[src/rtl/rv2t_fetch_align_expand.sv]
// Fetch aligner: splits fetched words into halfword parcels and issues one instruction per cycle.
// Define RV2T_COMPRESSED_EXPAND_EN to compile in RV32C expansion; otherwise 16-bit parcels issue as illegal.
module rv2t_fetch_align_expand #(
  parameter int unsigned BUF_PARCELS = 4,
  parameter int unsigned ADDR_WIDTH  = 32
) (
  input  logic                  clk,
  input  logic                  reset_n,
  input  logic                  flush_i,
  input  logic [ADDR_WIDTH-1:0] flush_pc_i,
  input  logic                  fetch_valid_i,
  input  logic [31:0]           fetch_data_i,
  output logic                  fetch_ready_o,
  output logic                  out_valid_o,
  input  logic                  out_ready_i,
  output logic [31:0]           out_instr_o,
  output logic [ADDR_WIDTH-1:0] out_pc_o,
  output logic                  out_is_compressed_o,
  output logic                  out_illegal_o
);

  localparam int unsigned PW = $clog2(BUF_PARCELS);
  localparam int unsigned CW = $clog2(BUF_PARCELS + 1);
  localparam logic [PW:0] DEPTH = (PW + 1)'(BUF_PARCELS);
  localparam logic [CW-1:0] MAX_FILL = CW'(BUF_PARCELS - 2);
  localparam logic [0:0] ST_ALIGNED = 1'b0;
  localparam logic [0:0] ST_SKIP_LO = 1'b1;

  logic [15:0]           fifo_q [BUF_PARCELS];
  logic [15:0]           fifo_d [BUF_PARCELS];
  logic [PW-1:0]         wr_ptr_q, wr_ptr_d, rd_ptr_q, rd_ptr_d, rd_ptr_nx;
  logic [CW-1:0]         count_q, count_d;
  logic [0:0]            state_q, state_d;
  logic [ADDR_WIDTH-1:0] pc_q, pc_d;
  logic                  out_valid_q, out_valid_d, out_comp_q, out_comp_d, out_ill_q, out_ill_d;
  logic [31:0]           out_instr_q, out_instr_d;
  logic [ADDR_WIDTH-1:0] out_pc_q, out_pc_d;

  logic                  accept, is32, has1, has2, issue;
  logic [1:0]            in_cnt, pop;
  logic [15:0]           in_p0, p0, p1;
  logic [32:0]           exp_c;
  logic                  unused_flush_pc_lsb;

  assign unused_flush_pc_lsb = flush_pc_i[0];

  function automatic logic [PW-1:0] ptr_add(input logic [PW-1:0] p, input logic [1:0] n);
    logic [PW:0] s;
    s = {1'b0, p} + {{(PW - 1){1'b0}}, n};
    if (s >= DEPTH) s = s - DEPTH;
    return s[PW-1:0];
  endfunction

`ifdef RV2T_COMPRESSED_EXPAND_EN
  // Returns {illegal, instr}; illegal encodings expand to all-zero.
  function automatic logic [32:0] rvc_expand(input logic [15:0] c);
    logic [31:0] i;
    logic        ill;
    logic [4:0]  rd, rs2, rdp, rsp;
    rd  = c[11:7];
    rs2 = c[6:2];
    rdp = {2'b01, c[4:2]};
    rsp = {2'b01, c[9:7]};
    i   = '0;
    ill = 1'b0;
    case ({c[1:0], c[15:13]})
      5'b00_000: begin
        i   = {2'b00, c[10:7], c[12:11], c[5], c[6], 2'b00, 5'd2, 3'b000, rdp, 7'b0010011};
        ill = (c[12:5] == 8'd0);
      end
      5'b00_010: i = {5'd0, c[5], c[12:10], c[6], 2'b00, rsp, 3'b010, rdp, 7'b0000011};
      5'b00_110: i = {5'd0, c[5], c[12], rdp, rsp, 3'b010, c[11:10], c[6], 2'b00, 7'b0100011};
      5'b01_000: i = {{6{c[12]}}, c[12], c[6:2], rd, 3'b000, rd, 7'b0010011};
      5'b01_001, 5'b01_101: i = {c[12], c[8], c[10:9], c[6], c[7], c[2], c[11], c[5:3],
                                 c[12], {8{c[12]}}, 4'b0000, ~c[15], 7'b1101111};
      5'b01_010: i = {{6{c[12]}}, c[12], c[6:2], 5'd0, 3'b000, rd, 7'b0010011};
      5'b01_011: begin
        ill = ({c[12], c[6:2]} == 6'd0);
        if (rd == 5'd2) begin
          i = {{3{c[12]}}, c[4:3], c[5], c[2], c[6], 4'b0000, 5'd2, 3'b000, 5'd2, 7'b0010011};
        end else begin
          i = {{14{c[12]}}, c[12], c[6:2], rd, 7'b0110111};
        end
      end
      5'b01_100: begin
        case (c[11:10])
          2'b00: begin
            i   = {7'b0000000, c[6:2], rsp, 3'b101, rsp, 7'b0010011};
            ill = c[12];
          end
          2'b01: begin
            i   = {7'b0100000, c[6:2], rsp, 3'b101, rsp, 7'b0010011};
            ill = c[12];
          end
          2'b10: i = {{6{c[12]}}, c[12], c[6:2], rsp, 3'b111, rsp, 7'b0010011};
          default: begin
            ill = c[12];
            case (c[6:5])
              2'b00:   i = {7'b0100000, rdp, rsp, 3'b000, rsp, 7'b0110011};
              2'b01:   i = {7'b0000000, rdp, rsp, 3'b100, rsp, 7'b0110011};
              2'b10:   i = {7'b0000000, rdp, rsp, 3'b110, rsp, 7'b0110011};
              default: i = {7'b0000000, rdp, rsp, 3'b111, rsp, 7'b0110011};
            endcase
          end
        endcase
      end
      5'b01_110, 5'b01_111: i = {c[12], {3{c[12]}}, c[6:5], c[2], 5'd0, rsp, 2'b00, c[13],
                                 c[11:10], c[4:3], c[12], 7'b1100011};
      5'b10_000: begin
        i   = {7'b0000000, c[6:2], rd, 3'b001, rd, 7'b0010011};
        ill = c[12];
      end
      5'b10_010: begin
        i   = {4'b0000, c[3:2], c[12], c[6:4], 2'b00, 5'd2, 3'b010, rd, 7'b0000011};
        ill = (rd == 5'd0);
      end
      5'b10_100: begin
        if (!c[12]) begin
          if (rs2 == 5'd0) begin
            i   = {12'd0, rd, 3'b000, 5'd0, 7'b1100111};
            ill = (rd == 5'd0);
          end else begin
            i = {7'b0000000, rs2, 5'd0, 3'b000, rd, 7'b0110011};
          end
        end else if (rd == 5'd0 && rs2 == 5'd0) begin
          i = 32'h0010_0073;
        end else if (rs2 == 5'd0) begin
          i = {12'd0, rd, 3'b000, 5'd1, 7'b1100111};
        end else begin
          i = {7'b0000000, rs2, rd, 3'b000, rd, 7'b0110011};
        end
      end
      5'b10_110: i = {4'b0000, c[8:7], c[12], rs2, 5'd2, 3'b010, c[11:9], 2'b00, 7'b0100011};
      default:   ill = 1'b1;
    endcase
    if (ill) i = '0;
    return {ill, i};
  endfunction
`endif

  assign fetch_ready_o = !flush_i && (count_q <= MAX_FILL);

  always_comb begin
    fifo_d      = fifo_q;
    wr_ptr_d    = wr_ptr_q;
    rd_ptr_d    = rd_ptr_q;
    count_d     = count_q;
    state_d     = state_q;
    pc_d        = pc_q;
    out_valid_d = out_valid_q;
    out_instr_d = out_instr_q;
    out_pc_d    = out_pc_q;
    out_comp_d  = out_comp_q;
    out_ill_d   = out_ill_q;

    accept    = fetch_valid_i && fetch_ready_o;
    in_p0     = (state_q == ST_SKIP_LO) ? fetch_data_i[31:16] : fetch_data_i[15:0];
    in_cnt    = !accept ? 2'd0 : (state_q == ST_SKIP_LO) ? 2'd1 : 2'd2;
    rd_ptr_nx = ptr_add(rd_ptr_q, 2'd1);

    // Head view spans buffered parcels followed by the word being accepted this cycle.
    p0   = (count_q != '0) ? fifo_q[rd_ptr_q] : in_p0;
    p1   = (count_q >= CW'(2)) ? fifo_q[rd_ptr_nx] :
           (count_q == CW'(1)) ? in_p0 : fetch_data_i[31:16];
    has1 = (count_q != '0) || (in_cnt != 2'd0);
    has2 = (count_q >= CW'(2)) || ((count_q == CW'(1)) && (in_cnt != 2'd0)) || (in_cnt == 2'd2);
    is32 = (p0[1:0] == 2'b11);
    issue = !flush_i && (!out_valid_q || out_ready_i) && (is32 ? has2 : has1);
    pop   = !issue ? 2'd0 : is32 ? 2'd2 : 2'd1;

`ifdef RV2T_COMPRESSED_EXPAND_EN
    exp_c = rvc_expand(p0);
`else
    exp_c = {1'b1, 32'h0};
`endif

    if (flush_i) begin
      wr_ptr_d    = '0;
      rd_ptr_d    = '0;
      count_d     = '0;
      state_d     = flush_pc_i[1] ? ST_SKIP_LO : ST_ALIGNED;
      pc_d        = {flush_pc_i[ADDR_WIDTH-1:1], 1'b0};
      out_valid_d = 1'b0;
    end else begin
      if (accept) begin
        fifo_d[wr_ptr_q] = in_p0;
        if (state_q == ST_ALIGNED) fifo_d[ptr_add(wr_ptr_q, 2'd1)] = fetch_data_i[31:16];
        state_d = ST_ALIGNED;
      end
      wr_ptr_d = ptr_add(wr_ptr_q, in_cnt);
      rd_ptr_d = ptr_add(rd_ptr_q, pop);
      count_d  = count_q + {{(CW - 2){1'b0}}, in_cnt} - {{(CW - 2){1'b0}}, pop};
      if (issue) begin
        out_valid_d = 1'b1;
        out_instr_d = is32 ? {p1, p0} : exp_c[31:0];
        out_pc_d    = pc_q;
        out_comp_d  = !is32;
        out_ill_d   = !is32 && exp_c[32];
        pc_d        = pc_q + {{(ADDR_WIDTH - 3){1'b0}}, is32, !is32, 1'b0};
      end else if (out_ready_i) begin
        out_valid_d = 1'b0;
      end
    end
  end

  always_ff @(posedge clk or negedge reset_n) begin
    if (!reset_n) begin
      for (int k = 0; k < BUF_PARCELS; k++) fifo_q[k] <= '0;
      wr_ptr_q    <= '0;
      rd_ptr_q    <= '0;
      count_q     <= '0;
      state_q     <= ST_ALIGNED;
      pc_q        <= '0;
      out_valid_q <= 1'b0;
      out_instr_q <= '0;
      out_pc_q    <= '0;
      out_comp_q  <= 1'b0;
      out_ill_q   <= 1'b0;
    end else begin
      fifo_q      <= fifo_d;
      wr_ptr_q    <= wr_ptr_d;
      rd_ptr_q    <= rd_ptr_d;
      count_q     <= count_d;
      state_q     <= state_d;
      pc_q        <= pc_d;
      out_valid_q <= out_valid_d;
      out_instr_q <= out_instr_d;
      out_pc_q    <= out_pc_d;
      out_comp_q  <= out_comp_d;
      out_ill_q   <= out_ill_d;
    end
  end

  assign out_valid_o         = out_valid_q;
  assign out_instr_o         = out_instr_q;
  assign out_pc_o            = out_pc_q;
  assign out_is_compressed_o = out_comp_q;
  assign out_illegal_o       = out_ill_q;

endmodule
[config.mk]
export PLATFORM = sky130hd
export DESIGN_NAME = rv2t_fetch_align_expand
export DESIGN_NICKNAME = d
export VERILOG_FILES = /design/src/rtl/rv2t_fetch_align_expand.sv
export SDC_FILE = /design/constraint.sdc
export NUM_CORES = 1
export LEC_CHECK = 0
export ABC_AREA = 1
export BUFFER_PORTS_ARGS = -buffer_cell sky130_fd_sc_hd__buf_2
export CORE_MARGIN = 1.5
export CORE_UTILIZATION = 47
export CTS_CLUSTER_DIAMETER = 200
export DETAILED_ROUTE_END_ITERATION = 8
export GPL_TIMING_DRIVEN = 0
export MAX_ROUTING_LAYER = met4
export PLACE_DENSITY_LB_ADDON = 0.12
export SLEW_MARGIN = 20
export SYNTH_ARGS = -nofsm -noshare
export SYNTH_HDL_FRONTEND = slang
export SYNTH_SLANG_ARGS = --single-unit
[constraint.sdc]
create_clock -name clk -period 4.2 [get_ports clk]
set_input_delay 0.42 -clock clk [delete_from_list [all_inputs] [get_ports clk]]
set_output_delay 0.42 -clock clk [all_outputs]
set_load 0.03 [all_outputs]
Yosys cells after proc, flatten, opt, wreduce, memory -nomap -nowiden
Cells that the tools add are included.
W data, S select, Z words.
- div/mod/pow operators: 0
- add/subtract/negate cells: 11
- equal/unequal tests: 3
- magnitude comparators: 12
- multipliers: 0
- reduce and logical (&&, ||, !) cells: 21
- bitwise operators: 5
- muxes and demuxes: 41
- shifts and indexed selects: 0
- operators with widths (cell ; number):
    $mux W16 ; 10
    $bwmux W64 ; 2
    $mux W32 ; 3
    $bmux W16 S2 ; 2
    $demux W16 S2 ; 2
    $mux W64 ; 1
    $add A32 B3 Y32 ; 1
    $mux W2 ; 13
    $ge A3 B3 Y1 const B ; 8
    $not A2 Y3 ; 4
    $sub A2 B1 Y2 const B ; 4
    $logic_and A1 B1 Y1 ; 7
    $mux W1 ; 7
    $add A2 B1 Y3 const B ; 2
    $add A2 B2 Y3 ; 2
    $lt A3 B1 Y1 const B ; 2
    $reduce_bool A2 Y1 ; 3
    $reduce_bool A3 Y1 ; 2
    $eq A2 B2 Y1 const B ; 2
    $logic_or A1 B1 Y1 ; 4
    $reduce_and A2 Y1 ; 2
    $add A3 B2 Y3 ; 1
    $eq A3 B1 Y1 const B ; 1
    $ge A3 B2 Y1 const B ; 1
    other kinds (5) ; 7
- input port bits: 69
- register bits: 170
- logic and storage cells: 106
- memory bits (read-only): 0
- output and inout bits: 68
- memory bits (writable): 0
- bits in latches: 0
- memories: 0

Logic depth before layout (Yosys ltp)
Gate-level depths: netlist (run 1).
- depth after elaboration: 15
- mapped depth: 22

Least setup slack after synthesis (run 1)
No wires, ideal clock.
- path kind: register -> register
- start: register count_q[1]
- end: register pc_q[27]
- setup time: 0.121 ns
- buffers on the path: 1
- period minus slack after synthesis: 2.767 ns
- cell stages (with the launch flop): 22
- data required time: 4.079 ns
- slack: 1.433 ns
- data arrival time: 2.646 ns
- cells stage by stage: dfrtp_1 -> nor2_4 -> nand2_4 -> inv_2 -> buf_4 -> nand2_1 -> nand2_2 -> ha_1 -> inv_1 -> fa_1 -> inv_1 -> nand3_1 -> inv_1 -> nand2_1 -> nor2_1 -> nand2_1 -> nand2_1 -> nand2_1 -> nand2_1 -> nand2_1 -> nand2_1 -> o21ai_1
- cells in the longest elaborated chain, start to end: 11
- elaborated cells between the ends (all ways): 22
- RTL lines (what ; line ; source):
    start, declared ; 32 ; logic [CW-1:0] count_q, count_d;
    start signal, assigned ; 223 ; count_q <= count_d;
    branches (longest 11 deep; another with $add A32 B3 Y32) ; n/a ;
    end signal, assigned ; 225 ; pc_q <= pc_d;
    end, declared ; 34 ; logic [ADDR_WIDTH-1:0] pc_q, pc_d;
Parallel ways; which one is timed is not known. The select of a mux whose other input is x is not followed.
A chain may end at the register's enable or synchronous reset.

Worst setup path in the final report (run 1)
- start: register count_q[1]
- end: register pc_q[31]
The elaborated chain is that of the path after synthesis.

==> run metrics, run 1 <==
final instance area=0.01101 mm2; TNS Setup=0 ns; die height=144.5 um; first-pass GRT wire length=51.22 mm; pin slew with the least headroom to its limit=0.8094 ns; Worst-path clk slew=0.06 ns; post-synthesis register bit count=167; startpoint types=flip-flop; Placer Congestion=0.9438; CP Cell Sequence=nor2_4 > nand2_4 > inv_2 > buf_4 > nand2_1 > nand2_2 > ha_1 > inv_1 > fa_1 > inv_1 > nand3_1 > nor2_1 > inv_1 > nor2_1 > nand2_1 > nand2_1 > nand2_1 > nand2_1 > nand2_1 > nand2_1 > nand2_1; DR iter-0 viols=1169; Synth Area in Adders=0.01170; Yosys top cell by area=dfrtp_1; status=finished, final reports clean; die area=0.02088 mm2; final wirelength=33.47 mm; CTS Root Cell=clkbuf_16; wire length per cell=19.91 um; most frequent cell after synthesis=nand2_1; post-synthesis mux area share=0; crit-path most repeated cell=nand2_1; drt first pass iters=6; total grt overflow=0; Power, Total=8.636 mW; placed insts=1652; post-route insts no fill=1681; worst skew pair latency=0.43 ns; Area contributors post-synth=dfrtp_1, nand2_1, a22oi_1; Worst Slack Setup Final=0.5606 ns; slowest cell delay on critical path=0.52 ns; row count=51; H-tree depth=4; XOR/XNOR share of the synthesized area=0.01210; Compound-Gate Fraction of Synth Area=0.2042; final core occ=0.5638; Worst Skew=0.01088 ns; TritonCTS clock tree=done; Die Wd=144.5 um; fin crit period=3.639 ns; Pins Over Slew Limit=0; Hold Path Class=input port to flip-flop; Synth Area in Simple Gates=0.2386; Antenna Cells=0; Final setup viols=0; CP top delay family=simple AND/OR/NAND/NOR gates; Total GRT Usage=0.3402; top cells by count, synth=nand2_1, dfrtp_1, inv_1; Vias=9693; Port Buf Inserts=134; fin nets=1483; CP max stage cell=nor2_1; MaxCap Viol Count=0; Post-Syn Nets=1328; num ports=137; Max FO, Critical Path=10; number of remaining DRC errors=0; endpoint class of the critical path=flip-flop; DP Area=0.01045 mm2; relative slew slack=0.4604; PwrDens=784.4 mW/mm2; post-route ant nets=0; Mean Syn Cell Area=7.517 um2; asr flop ratio synth=1.000; Yosys warning count=0; WHS=0.2228 ns; largest net degree at the start of global routing=89; post-synth top area share=0.4440; clk buf depth=2; Distinct cells, synth=37; Synth Cell Area=0.009412 mm2; critical path class=flip-flop to flip-flop; Via density=5.766; Leak=5.594 nW; synth-to-layout area growth=16.98%; HPWL after DPL=23.48 mm; layout cells sized above 1=0.1497; Critical path buffers and inverters=5; fin crit share=0.8665; Place WS=0.6608 ns; largest family of logic cells by synthesized area=simple AND/OR/NAND/NOR gates; CP required=4.52 ns; Post-synth EDFFs=0; Num Clock Sinks=167; sequential share of the synthesized area=0.4440; cts bufs inserted=17; VDD IR max=0.0004860 V; starting density of the core=0.4820; Synth Flop Type=dfrtp_1; cells after synthesis=1252; fmax=274.8 MHz; initial antenna violation count=0; Final Hold Vio Count=0; Post-CTS Setup Bufs=0; Arr. time, crit path=3.96 ns; number of global-route vias before repair=8872; core area=0.01953 mm2; unrepaired setup endpoints after global routing=no
-- path summary, 6_finish.rpt --
| path | startpoint | end | slack, ns | cells after the start |
|---|---|---|---|---|
| min in group asynchronous | reset_n | fifo_q[13] | 0.56 | 2 |
| setup reg to reg | count_q[1] | pc_q[31] | 0.56 | 21 |
| max in group asynchronous | reset_n | out_pc_o[4] | 2.77 | 3 |
| setup / recovery | count_q[1] | pc_q[31] | 0.56 | 21 |
| hold / removal | flush_pc_i[30] | pc_q[30] | 0.22 | 3 |
| hold reg to reg | out_instr_o[16] | out_instr_o[16] | 0.48 | 2 |
-- routing by layer --
layer,GRT usage,share of wire
met5,-,0
met1,0.5134,0.46
met2,0.4566,0.41
met4,0.1069,0.023
met3,0.06258,0.10
-- registers in the layout, summed over array words and instances, names as in the netlist --
name / cells
count_q: 3
fifo_q: 64
out_illegal_o: 1
out_instr_o: 31
out_pc_o: 31
out_valid_o: 1
pc_q: 31
rd_ptr_q: 2
state_q: 1
wr_ptr_q: 2
-- power breakdown --
group | total, mW | leakage [nW] | switching (mW) | internal (mW)
combinational | 4.29 | 3.33 | 2.96 | 1.33
sequential | 2.81 | 2.00 | 0.514 | 2.30
clock | 1.53 | 0.269 | 0.659 | 0.873
total | 8.64 | 5.59 | 4.13 | 4.51
-- final cells by class --
| cell class | count | area (um2) |
|---|---|---|
| buffer | 66 | 337.8 |
| clock buffer | 18 | 439.2 |
| clock inverter | 10 | 108.9 |
| fill | 1932 | 8517 |
| inverter | 133 | 499.2 |
| multi-input combinational | 886 | 4395 |
| sequential | 167 | 4179 |
| tap | 265 | 331.6 |
| timing repair buffer | 136 | 718.2 |
-- cells in the final DEF, fill, tap and decap left out, types with 8 or more instances in the layout --
master     count
nand2_1      412
dfrtp_1      167
buf_2        150
inv_1        124
o22ai_1       94
a22oi_1       80
nor2_1        77
o21ai_0       60
a21oi_1       39
nand3_1       32
clkbuf_1      30
o21ai_1       26
clkbuf_16     17
nor3_1        15
xor2_1        11
o2111ai_1      8
-- worst register-to-register path, stage by stage (launching register included) --
cell     delay (ns)
dfrtp_1        0.42
nor2_4         0.17
nand2_4        0.15
inv_2          0.10
buf_4          0.21
nand2_1        0.16
nand2_2        0.20
ha_1           0.22
inv_1          0.06
fa_1           0.38
inv_1          0.09
nand3_1        0.15
nor2_1         0.52
inv_1          0.08
nor2_1         0.22
nand2_1        0.08
nand2_1        0.06
nand2_1        0.04
nand2_1        0.05
nand2_1        0.06
nand2_1        0.05
nand2_1        0.05
-- repair_timing --
| action | 4_1_cts | 5_1_grt |
|---|---|---|
| endpoints found under the hold margin | 1 | 0 |
| resized for setup | 0 | 0 |
| hold buffers | 1 | 0 |
| setup endpoints to repair | 0 | 0 |
-- logic make-up after synthesis --
family	count (synthesis)
fa+ha+maj	7
flops	167
xor+xnor	13
simple gates	553
buf+inv	199
compound gates	312
other cells	1
Power figures use the tool's default switching activity.
==> run 2, diff against run 1 <==
Settings changed: BUFFER_PORTS_ARGS -buffer_cell sky130_fd_sc_hd__buf_2 to -buffer_cell sky130_fd_sc_hd__clkbuf_2.
Clock period 4.2 ns to 4.1 ns, I/O delays scaled along.
==> run metrics, run 2 (synthesized netlist as in run 1, its figures left out) <==
status=finished, final reports clean (unchanged); TNS Setup=0 ns (unchanged); Final setup viols=0 (unchanged); Total GRT Usage=0.3429 (was 0.3402); slowest cell delay on critical path=0.51 ns (was 0.52 ns); CP max stage cell=nor2_1 (unchanged); fin crit period=3.702 ns (was 3.639 ns); drt first pass iters=5 (was 6); die area=0.02088 mm2 (unchanged); starting density of the core=0.4820 (unchanged); largest net degree at the start of global routing=82 (was 89); # fillers=1930 (was 1932); number of remaining DRC errors=0 (unchanged); DR iter-0 viols=1054 (was 1169); Critical path buffers and inverters=5 (unchanged); most frequent cells in the layout=nand2_1, dfrtp_1, clkbuf_2 (was nand2_1, dfrtp_1, buf_2); core area=0.01953 mm2 (unchanged); TritonCTS clock tree=done (unchanged); HPWL after DPL=23.66 mm (was 23.48 mm); first-pass GRT wire length=51.47 mm (was 51.22 mm); cts bufs inserted=17 (unchanged); fin nets=1484 (was 1483); total grt overflow=0 (unchanged); CP top delay family=simple AND/OR/NAND/NOR gates (unchanged); fin crit share=0.9030 (was 0.8665); placed insts=1653 (was 1652); critical path class=flip-flop to flip-flop (unchanged); Antenna Cells=0 (unchanged); Via density=5.734 (was 5.766); Hold Path Class=input port to flip-flop (unchanged); Placer Congestion=0.9430 (was 0.9438); final wirelength=33.41 mm (was 33.47 mm); startpoint types=flip-flop (unchanged); PwrDens=812.6 mW/mm2 (was 784.4 mW/mm2); Max FO, Critical Path=10 (unchanged); Power, Total=9.025 mW (was 8.636 mW); synth-to-layout area growth=18.01% (was 16.98%); Arr. time, crit path=4.03 ns (was 3.96 ns); number of global-route vias before repair=9097 (was 8872); unrepaired setup endpoints after global routing=no (unchanged); fmax=270.1 MHz (was 274.8 MHz); most common cell after layout, fill and taps aside=nand2_1 (unchanged); CP required=4.43 ns (was 4.52 ns); post-CTS resize count=0 (unchanged); final instance area=0.01111 mm2 (was 0.01101 mm2); Num Clock Sinks=167 (unchanged); DP Area=0.01048 mm2 (was 0.01045 mm2); initial antenna violation count=0 (unchanged); layout cells sized above 1=0.1507 (was 0.1497); Port Buf Inserts=134 (unchanged); relative slew slack=0.4291 (was 0.4604); clk buf depth=2 (unchanged); post-route ant nets=0 (unchanged); num ports=137 (unchanged); Worst Skew=0.009750 ns (was 0.01088 ns); final core occ=0.5688 (was 0.5638); crit-path most repeated cell=nand2_1 (unchanged); row count=51 (unchanged); Place WS=0.5218 ns (was 0.6608 ns); CTS Root Cell=clkbuf_16 (unchanged); worst skew pair latency=0.44 ns (was 0.43 ns); Post-CTS Setup Bufs=0 (unchanged); wire length per cell=19.83 um (was 19.91 um); post-route insts no fill=1685 (was 1681); WHS=0.2121 ns (was 0.2228 ns); Leak=5.628 nW (was 5.594 nW); largest reg by FF count=fifo_q (unchanged); Vias=9662 (was 9693); die height=144.5 um (unchanged); MaxCap Viol Count=0 (unchanged); Worst-path clk slew=0.07 ns (was 0.06 ns); CP Cell Sequence=nor2_4 > nand2_4 > inv_2 > buf_4 > nand2_1 > nand2_2 > ha_1 > inv_1 > fa_1 > inv_1 > nand3_1 > nor2_1 > inv_1 > nor2_1 > nand2_1 > nand2_1 > nand2_1 > nand2_1 > nand2_1 > nand2_1 > nand2_1 (unchanged); endpoint class of the critical path=flip-flop (unchanged); H-tree depth=4 (unchanged); Final Hold Vio Count=0 (unchanged); Die Wd=144.5 um (unchanged); Worst Slack Setup Final=0.3976 ns (was 0.5606 ns); Pins Over Slew Limit=0 (unchanged); VDD IR max=0.0004871 V (was 0.0004860 V); pin slew with the least headroom to its limit=0.8563 ns (was 0.8094 ns); number of flip-flops in the largest register=64 (unchanged)
==> run 2: cell type report <==
cell class / instances / area [um2] / share of cell area
Clock buffer: 20 / 446.7 / 0.04022
Multi-Input combinational cell: 886 / 4395 / 0.3957
Inverter: 133 / 499.2 / 0.04495
Sequential cell: 167 / 4179 / 0.3763
Buffer: 66 / 337.8 / 0.03042
Tap cell: 265 / 331.6 / 0.02985
Clock inverter: 11 / 172.7 / 0.01555
Timing Repair Buffer: 137 / 744.5 / 0.06703
==> run 2: tightest hold or removal path, delay by kind of cell <==
family                 cells  cell delay (ns)
and+or+nand+nor            2             0.11
buffers and inverters      1             0.09
==> run 2: layer usage <==
layer	vias to the layer above	track usage	routed length, um
li1	4492	-	-
met1	4534	0.4976	15370
met2	539	0.4550	13330
met3	97	0.08510	3531
met4	0	0.1340	1174
met5	-	-	0
==> run 2: timing repair <==
item | CTS | global route
hold buffers | 1 | 0
hold endpoints to repair | 43 | 0
setup endpoints to repair | 0 | 0
==> run 2: report_power, final <==
part	internal (mW)	switching (mW)	total, mW
Combinational	1.36	3.05	4.40
Clock	1.04	0.701	1.74
Sequential	2.36	0.525	2.88
==> run 2: worst paths after layout <==
kind                                       from         endpoint  slack (ns)  cells after the start
worst max-delay path                 count_q[1]         pc_q[31]        0.40                     21
worst min-delay path             flush_pc_i[30]         pc_q[30]        0.21                      3
worst max register to register       count_q[1]         pc_q[31]        0.40                     21
worst min register to register  out_instr_o[16]  out_instr_o[16]        0.48                      2
max in group asynchronous               reset_n          pc_q[3]        2.61                      4
min in group asynchronous               reset_n       fifo_q[13]        0.46                      2
